==> src/rtl/mpu_irq_queue.sv <==
// mpu_irq_queue: buffers 64-bit MPU events and issues them one at a time as registered irq pulses.
// Latency: a push into an empty queue with en high produces irq two cycles later; irqs are at least 3 cycles apart.
// Backpressure: en low holds the queue; a push while full without a same-cycle pop sets sticky overflow and is
//               discarded, or overwrites the oldest entry when MPU_IRQ_DROP_OLDEST_EN is defined.
module mpu_irq_queue #(
    parameter int DEPTH = 8
) (
    input  logic                     sys_clk,
    input  logic                     sys_rst,
    input  logic                     push,
    input  logic [63:0]              push_data,
    input  logic                     en,
    input  logic                     ovf_clr,
    output logic                     irq,
    output logic [63:0]              data,
    output logic [$clog2(DEPTH):0]   count,
    output logic                     full,
    output logic                     overflow
);

    localparam int AW = $clog2(DEPTH);
    localparam logic [AW:0] DEPTH_C = (AW+1)'(DEPTH);

    typedef enum logic [1:0] {
        IDLE = 2'd0,
        FIRE = 2'd1,
        GAP  = 2'd2
    } state_t;

    logic [63:0]   mem_q [DEPTH];
    logic [AW-1:0] wr_ptr_q, wr_ptr_d;
    logic [AW-1:0] rd_ptr_q, rd_ptr_d;
    logic [AW:0]   count_q, count_d;
    state_t        state_q, state_d;
    logic          irq_q, irq_d;
    logic [63:0]   data_q, data_d;
    logic          full_q, full_d;
    logic          ovf_q, ovf_d;
    logic          pop;
    logic          push_ok;
    logic          wr_en;
    logic          ovf_evt;

    // Issue sequencer: fire on a non-empty queue when downstream is ready, then one dead GAP cycle
    // so the downstream en (which drops one cycle after irq) is never sampled stale.
    always_comb begin
        state_d = state_q;
        pop     = 1'b0;
        irq_d   = 1'b0;
        case (state_q)
            IDLE: begin
                if ((count_q != '0) && en) begin
                    state_d = FIRE;
                    pop     = 1'b1;
                    irq_d   = 1'b1;
                end
            end
            FIRE:    state_d = GAP;
            GAP:     state_d = IDLE;
            default: state_d = IDLE;
        endcase
    end

    // Pointer, occupancy and overflow next-state; a pop frees a slot for a same-cycle push when full.
    always_comb begin
        wr_ptr_d = wr_ptr_q;
        rd_ptr_d = rd_ptr_q;
        count_d  = count_q;
        wr_en    = 1'b0;
        ovf_evt  = 1'b0;
        push_ok  = push && ((count_q != DEPTH_C) || pop);

        if (pop) begin
            rd_ptr_d = rd_ptr_q + 1'b1;
        end

        if (push_ok) begin
            wr_en    = 1'b1;
            wr_ptr_d = wr_ptr_q + 1'b1;
        end else if (push) begin
            ovf_evt = 1'b1;
`ifdef MPU_IRQ_DROP_OLDEST_EN
            // Overwrite the oldest slot (wr_ptr == rd_ptr when full) and skip past it.
            wr_en    = 1'b1;
            wr_ptr_d = wr_ptr_q + 1'b1;
            rd_ptr_d = rd_ptr_q + 1'b1;
`else
            // Queue left untouched; the new event is lost.
            wr_en    = 1'b0;
`endif
        end

        case ({push_ok, pop})
            2'b10:   count_d = count_q + 1'b1;
            2'b01:   count_d = count_q - 1'b1;
            default: count_d = count_q;
        endcase

        full_d = (count_d == DEPTH_C);
        ovf_d  = ovf_evt | (ovf_q & ~ovf_clr);
        data_d = pop ? mem_q[rd_ptr_q] : data_q;
    end

    // Control and status registers, cleared asynchronously; queue contents become irrelevant on reset.
    always_ff @(posedge sys_clk or posedge sys_rst) begin
        if (sys_rst) begin
            state_q  <= IDLE;
            wr_ptr_q <= '0;
            rd_ptr_q <= '0;
            count_q  <= '0;
            irq_q    <= 1'b0;
            data_q   <= '0;
            full_q   <= 1'b0;
            ovf_q    <= 1'b0;
        end else begin
            state_q  <= state_d;
            wr_ptr_q <= wr_ptr_d;
            rd_ptr_q <= rd_ptr_d;
            count_q  <= count_d;
            irq_q    <= irq_d;
            data_q   <= data_d;
            full_q   <= full_d;
            ovf_q    <= ovf_d;
        end
    end

    // Entry storage; no reset needed since occupancy gates every read.
    always_ff @(posedge sys_clk) begin
        if (wr_en) begin
            mem_q[wr_ptr_q] <= push_data;
        end
    end

    assign irq      = irq_q;
    assign data     = data_q;
    assign count    = count_q;
    assign full     = full_q;
    assign overflow = ovf_q;

endmodule

==> config.mk <==
export PLATFORM = sky130hd
export DESIGN_NAME = mpu_irq_queue
export DESIGN_NICKNAME = d
export VERILOG_FILES = /design/src/rtl/mpu_irq_queue.sv
export SDC_FILE = /design/constraint.sdc
export NUM_CORES = 1
export LEC_CHECK = 0
export BUFFER_PORTS_ARGS = -buffer_cell sky130_fd_sc_hd__buf_2
export CELL_PAD_IN_SITES_DETAIL_PLACEMENT = 1
export CELL_PAD_IN_SITES_GLOBAL_PLACEMENT = 2
export CORE_ASPECT_RATIO = 0.6
export CORE_MARGIN = 2
export CORE_UTILIZATION = 43
export CTS_CLUSTER_DIAMETER = 80
export DETAILED_ROUTE_END_ITERATION = 10
export PLACE_DENSITY = 0.86
export REMOVE_ABC_BUFFERS = 1
export SYNTH_ARGS = -nofsm -noshare
export SYNTH_HDL_FRONTEND = slang
export SYNTH_SLANG_ARGS = --single-unit
==> constraint.sdc <==
create_clock -name sys_clk -period 7.4 [get_ports sys_clk]
set_input_delay 0.37 -clock sys_clk [delete_from_list [all_inputs] [get_ports sys_clk]]
set_output_delay 0.37 -clock sys_clk [all_outputs]
set_load 0.01 [all_outputs]
==> out/results.md <==
| Metric | This run | Unit |
|:---|:---|:---|
| Run status | completed | - |
| HPWL reported at the end of detailed placement | 27.6 | mm |
| Max Buffers Root-to-Sink | 3 | - |
| Clock power share | 25.8 | % |
| Total clock buffers created by CTS | 52 | - |
| Via count | 10,500 | - |
| Internal Power | 6.84 | mW |
| Post-route cell area | 25,300 | µm² |
| Final cycle utilization of the critical path | 45.4 | % |
| Power share of the sequential group | 48.2 | % |
| FF+latch count, synth | 591 | - |
| Residual DRC | 0 | - |
| Switching power total | 3.01 | mW |
| Combinational group share of total power | 26.0 | % |
| Slew of the pin with the lowest slew margin | 1170 | ps |
| Delay of the slowest critical-path stage | 550 | ps |
| Worst Path Arrival | 3790 | ps |
| Count of buffer and inverter cells on the critical path | 0 | - |
| Post-layout min period | 3360 | ps |
| Avg Synthesized Cell Area | 21.4 | µm² |
| Startpoint of the worst-slack reg-to-reg timing path | state_q[0] | - |
| Synthesis Warnings | 0 | - |
| TritonCTS sink count | 591 | - |
| Ratio of routed vias to standard cells | 5.43 | - |
| H-tree depth | 2 | - |
| Number of fill cells | 4,647 | - |
| Final-report max-slew violation count | 0 | - |
| Synthesized cell area | 22,100 | µm² |
| Clk slew on worst S/H paths | 60 | ps |
| Row count | 64 | - |
| Number of hold violations in the final report | 0 | - |
| Number of global-route vias before repair | 11,600 | - |
| Worst-case register-to-register setup slack | 4040 | ps |
| Critical-path maximum fanout | 49 | - |
| Clock tree from TritonCTS | built | - |
| R2R cell count | 9 | - |
| Predominant post-synthesis flop cell | sky130_fd_sc_hd__edfxtp_1 | - |
| Mean routed wirelength per cell | 25.2 | µm |
| Total chip power | 9.85 | mW |
| Kind of cell adding the most delay to the critical path | simple AND/OR/NAND/NOR gates | - |
| RSZ-0062 raised after global routing | false | - |
| Number of detailed-routing iterations run before antenna repair | 4 | - |
| Number of buffers added on ports | 139 | - |
| Post-synth EDFFs | 512 | - |
| Switching Fraction | 30.5 | % |
| R2r endpoint | full | - |
| First DRT Iteration DRCs | 844 | - |
| Die Area | 53,400 | µm² |
| P per Cell Area | 390 | nW/µm² |
| Worst setup skew after layout | 21.4 | ps |
| Seq/Total Area, Yosys | 78.4 | % |
| Die extent in y | 180 | µm |
| Critical Path Start | state_q[0] | - |
| Leading post-synthesis cells by instance count | sky130_fd_sc_hd__edfxtp_1 (512), sky130_fd_sc_hd__mux4_2 (128), sky130_fd_sc_hd__dfrtp_1 (79), sky130_fd_sc_hd__nand2_1 (76), sky130_fd_sc_hd__o21ai_0 (67) | - |
| Multi-input combinational cell area | 4590 | µm² |
| Fraction of final layout cells sized beyond drive strength 1 | 30.6 | % |
| Library cell occupying the most area in the post-synthesis netlist | sky130_fd_sc_hd__edfxtp_1 | - |
| Antenna violations before repair | 10 | - |
| Max capacitance violation total | 0 | - |
| Fraction of post-synthesis cell area in the top cell type by area | 69.4 | % |
| Hold Crit Class | primary input to flop | - |
| Critical path data required time | 7830 | ps |
| First-pass GRT wire length | 74.4 | mm |
| Final wirelength | 48.9 | mm |
| Die extent in x | 297 | µm |
| Worst vdd ir | 179 | µV |
| Insertion delay of the later-clocked pin in the worst-skew pair | 580 | ps |
| I/O pin total | 140 | - |
| Static leakage | 8.69 | nW |
| Launching element type of the critical path | flop | - |
| Area after detailed placement | 23,700 | µm² |
| Register area | 17,400 | µm² |
| Net count reported at finish | 1,272 | - |
| Maximum number of pins on one net before global-route repair | 86 | - |
| Cell count after synthesis | 1,033 | - |
| Most used standard cell by instance count after synthesis | sky130_fd_sc_hd__edfxtp_1 | - |
| Final number of setup-violating endpoints | 0 | - |
| Hold_ws | 60.0 | ps |
| Share of synthesized flip-flops with an asynchronous set or reset | 13.4 | % |
| Slew Limit Headroom | 21.7 | % |
| Worst Setup End Kind | flop | - |
| # Post-CTS Setup Buffers | 0 | - |
| Worst setup path end | full | - |
| Number of distinct library cells after synthesis | 34 | - |
| Crit Path Category | flop to flop | - |
| Ranking of synthesized cells by area | sky130_fd_sc_hd__edfxtp_1 (69%), sky130_fd_sc_hd__mux4_2 (13%), sky130_fd_sc_hd__dfrtp_1 (8.9%), sky130_fd_sc_hd__mux2i_1 (3.0%), sky130_fd_sc_hd__o21ai_0 (1.5%) | - |
| Critical path, cell by cell | nor3b_1, nand2_4, nor2_2, ha_1, a21o_1, a21oi_2, mux2i_1, a2111oi_0, o22ai_1 | - |
| Library cell contributing the largest single delay on the critical path | sky130_fd_sc_hd__nor3b_1 | - |
| Combined global-route utilization of all metal layers | 18.5 | % |
| Initial core utilization | 43.5 | % |
| Cell depth of the worst setup path | 9 | - |
| Post-route antenna net violation count | 0 | - |
| Finished Core Util | 49.7 | % |
| Post-synthesis to final-layout area growth | 14.2 | % |
| Top achievable clock speed | 298 | MHz |
| Placer Congestion | 0.717 | - |
| Std-Cell Core Area | 50,900 | µm² |
| Overflow left after global routing | 0 | - |
| Root Driver | sky130_fd_sc_hd__clkbuf_16 | - |
==> registers in the layout, summed over array words and instances, names as in the netlist <==
| name | cells |
|---|---|
| mem_q | 512 |
| wr_ptr_q | 3 |
| overflow | 1 |
| full | 1 |
| data | 64 |
| irq | 1 |
| count | 4 |
| rd_ptr_q | 3 |
| state_q | 2 |
==> how the worst min path moves through the flow <==
stage,start,endpoint,cells after the start
3_5_place_dp,state_q[1],state_q[1],1
4_1_cts,push_data[24],mem_q[1][24],1
6_report,push_data[32],mem_q[5][32],1
5_1_grt,push_data[54],mem_q[1][54],1
3_3_place_gp,state_q[1],state_q[1],1
2_1_floorplan,state_q[1],state_q[1],1
==> power by group through the flow <==
stage / clock network (mW) / logic (mW) / registers (mW)
global route: 2.71 / 2.81 / 4.83
global placement: 0 / 2.52 / 4.78
floorplan: 0 / 1.73 / 4.97
CTS: 2.59 / 2.64 / 4.76
detailed placement: 0 / 2.62 / 4.82
finish: 2.54 / 2.57 / 4.75
==> layout by cell type (no fill, tap or decap), types with 2 or more instances in the layout <==
| cell type | netlist | final |
|---|---|---|
| sky130_fd_sc_hd__nor2_4 | 0 | 2 |
| sky130_fd_sc_hd__mux4_2 | 128 | 128 |
| sky130_fd_sc_hd__inv_6 | 0 | 3 |
| sky130_fd_sc_hd__a21oi_2 | 2 | 2 |
| sky130_fd_sc_hd__clkinv_1 | 0 | 9 |
| sky130_fd_sc_hd__nor2_1 | 6 | 4 |
| sky130_fd_sc_hd__nand2b_1 | 2 | 2 |
| sky130_fd_sc_hd__diode_2 | 0 | 5 |
| sky130_fd_sc_hd__nand3b_1 | 2 | 2 |
| sky130_fd_sc_hd__nor3_1 | 7 | 3 |
| sky130_fd_sc_hd__o211ai_1 | 2 | 2 |
| sky130_fd_sc_hd__ha_1 | 4 | 4 |
| sky130_fd_sc_hd__buf_4 | 4 | 20 |
| sky130_fd_sc_hd__nor3_2 | 0 | 4 |
| sky130_fd_sc_hd__inv_1 | 4 | 3 |
| sky130_fd_sc_hd__nor4_2 | 0 | 2 |
| sky130_fd_sc_hd__buf_2 | 21 | 139 |
| sky130_fd_sc_hd__clkbuf_8 | 0 | 5 |
| sky130_fd_sc_hd__o21ai_0 | 67 | 67 |
| sky130_fd_sc_hd__o22ai_1 | 2 | 2 |
| sky130_fd_sc_hd__dlygate4sd3_1 | 0 | 2 |
| sky130_fd_sc_hd__nand2_1 | 76 | 76 |
| sky130_fd_sc_hd__xnor2_1 | 6 | 6 |
| sky130_fd_sc_hd__dfrtp_1 | 79 | 76 |
| sky130_fd_sc_hd__dfrtp_4 | 0 | 3 |
| sky130_fd_sc_hd__edfxtp_1 | 512 | 512 |
| sky130_fd_sc_hd__clkbuf_1 | 14 | 13 |
| sky130_fd_sc_hd__nand3_1 | 5 | 5 |
| sky130_fd_sc_hd__clkinv_2 | 0 | 12 |
| sky130_fd_sc_hd__clkinvlp_4 | 0 | 2 |
| sky130_fd_sc_hd__clkbuf_16 | 0 | 53 |
| sky130_fd_sc_hd__mux2i_1 | 66 | 66 |
==> per-layer routing <==
layer / track usage [%] / wire [µm] / part of all wire (%)
met1: 25.7 / 21200 / 43
met2: 31.0 / 24500 / 50
met3: 3.49 / 2450 / 5.0
met4: 3.27 / 591 / 1.2
met5: 0 / 33 / 0.068
==> what timing repair did <==
action                     CTS  global route
hold endpoints to repair    36             0
setup endpoints to repair    0             0
hold buffers                 2             0
resized for setup            0             0
==> kinds of logic (layout without fill, tap and decap cells) <==
group	count (synthesis)	count (layout)	synth area share [%]
DFF	591	591	78.4
muxes	195	195	16.1
AOI/OAI and AO/OA	75	75	1.79
other	0	5	0
buffers and inverters	54	262	1.14
xor gates and xnor gates	6	6	0.237
and+or+nand+nor	107	107	2.09
adders and majority gates	5	5	0.316
==> worst reg2reg max path, delay by kind of cell, from the launching register on <==
family          cells  cell delay (ps)
flops               1              380
fa+ha+maj           1              300
mux                 1              120
compound gates      4              990
simple gates        3             1400
==> layout make-up <==
cell class | instances | share of cell area (%)
Clock buffer | 71 | 5.71
Tap cell | 693 | 3.43
Inverter | 4 | 0.0693
Clock inverter | 26 | 0.534
Sequential cell | 591 | 68.6
Antenna cell | 5 | 0.0495
Timing Repair Buffer | 161 | 3.42
Multi-Input combinational cell | 388 | 18.1
==> metrics by stage <==
stage	setup slack [ps]	TNS, ps	instances
2_1_floorplan	-253	-32400	983
3_3_place_gp	4100	0	1835
3_5_place_dp	3960	0	1835
4_1_cts	4010	0	1934
5_1_grt	3740	0	1936
6_report	4040	0	1939
Note: power is estimated with default switching activity, not from simulation.
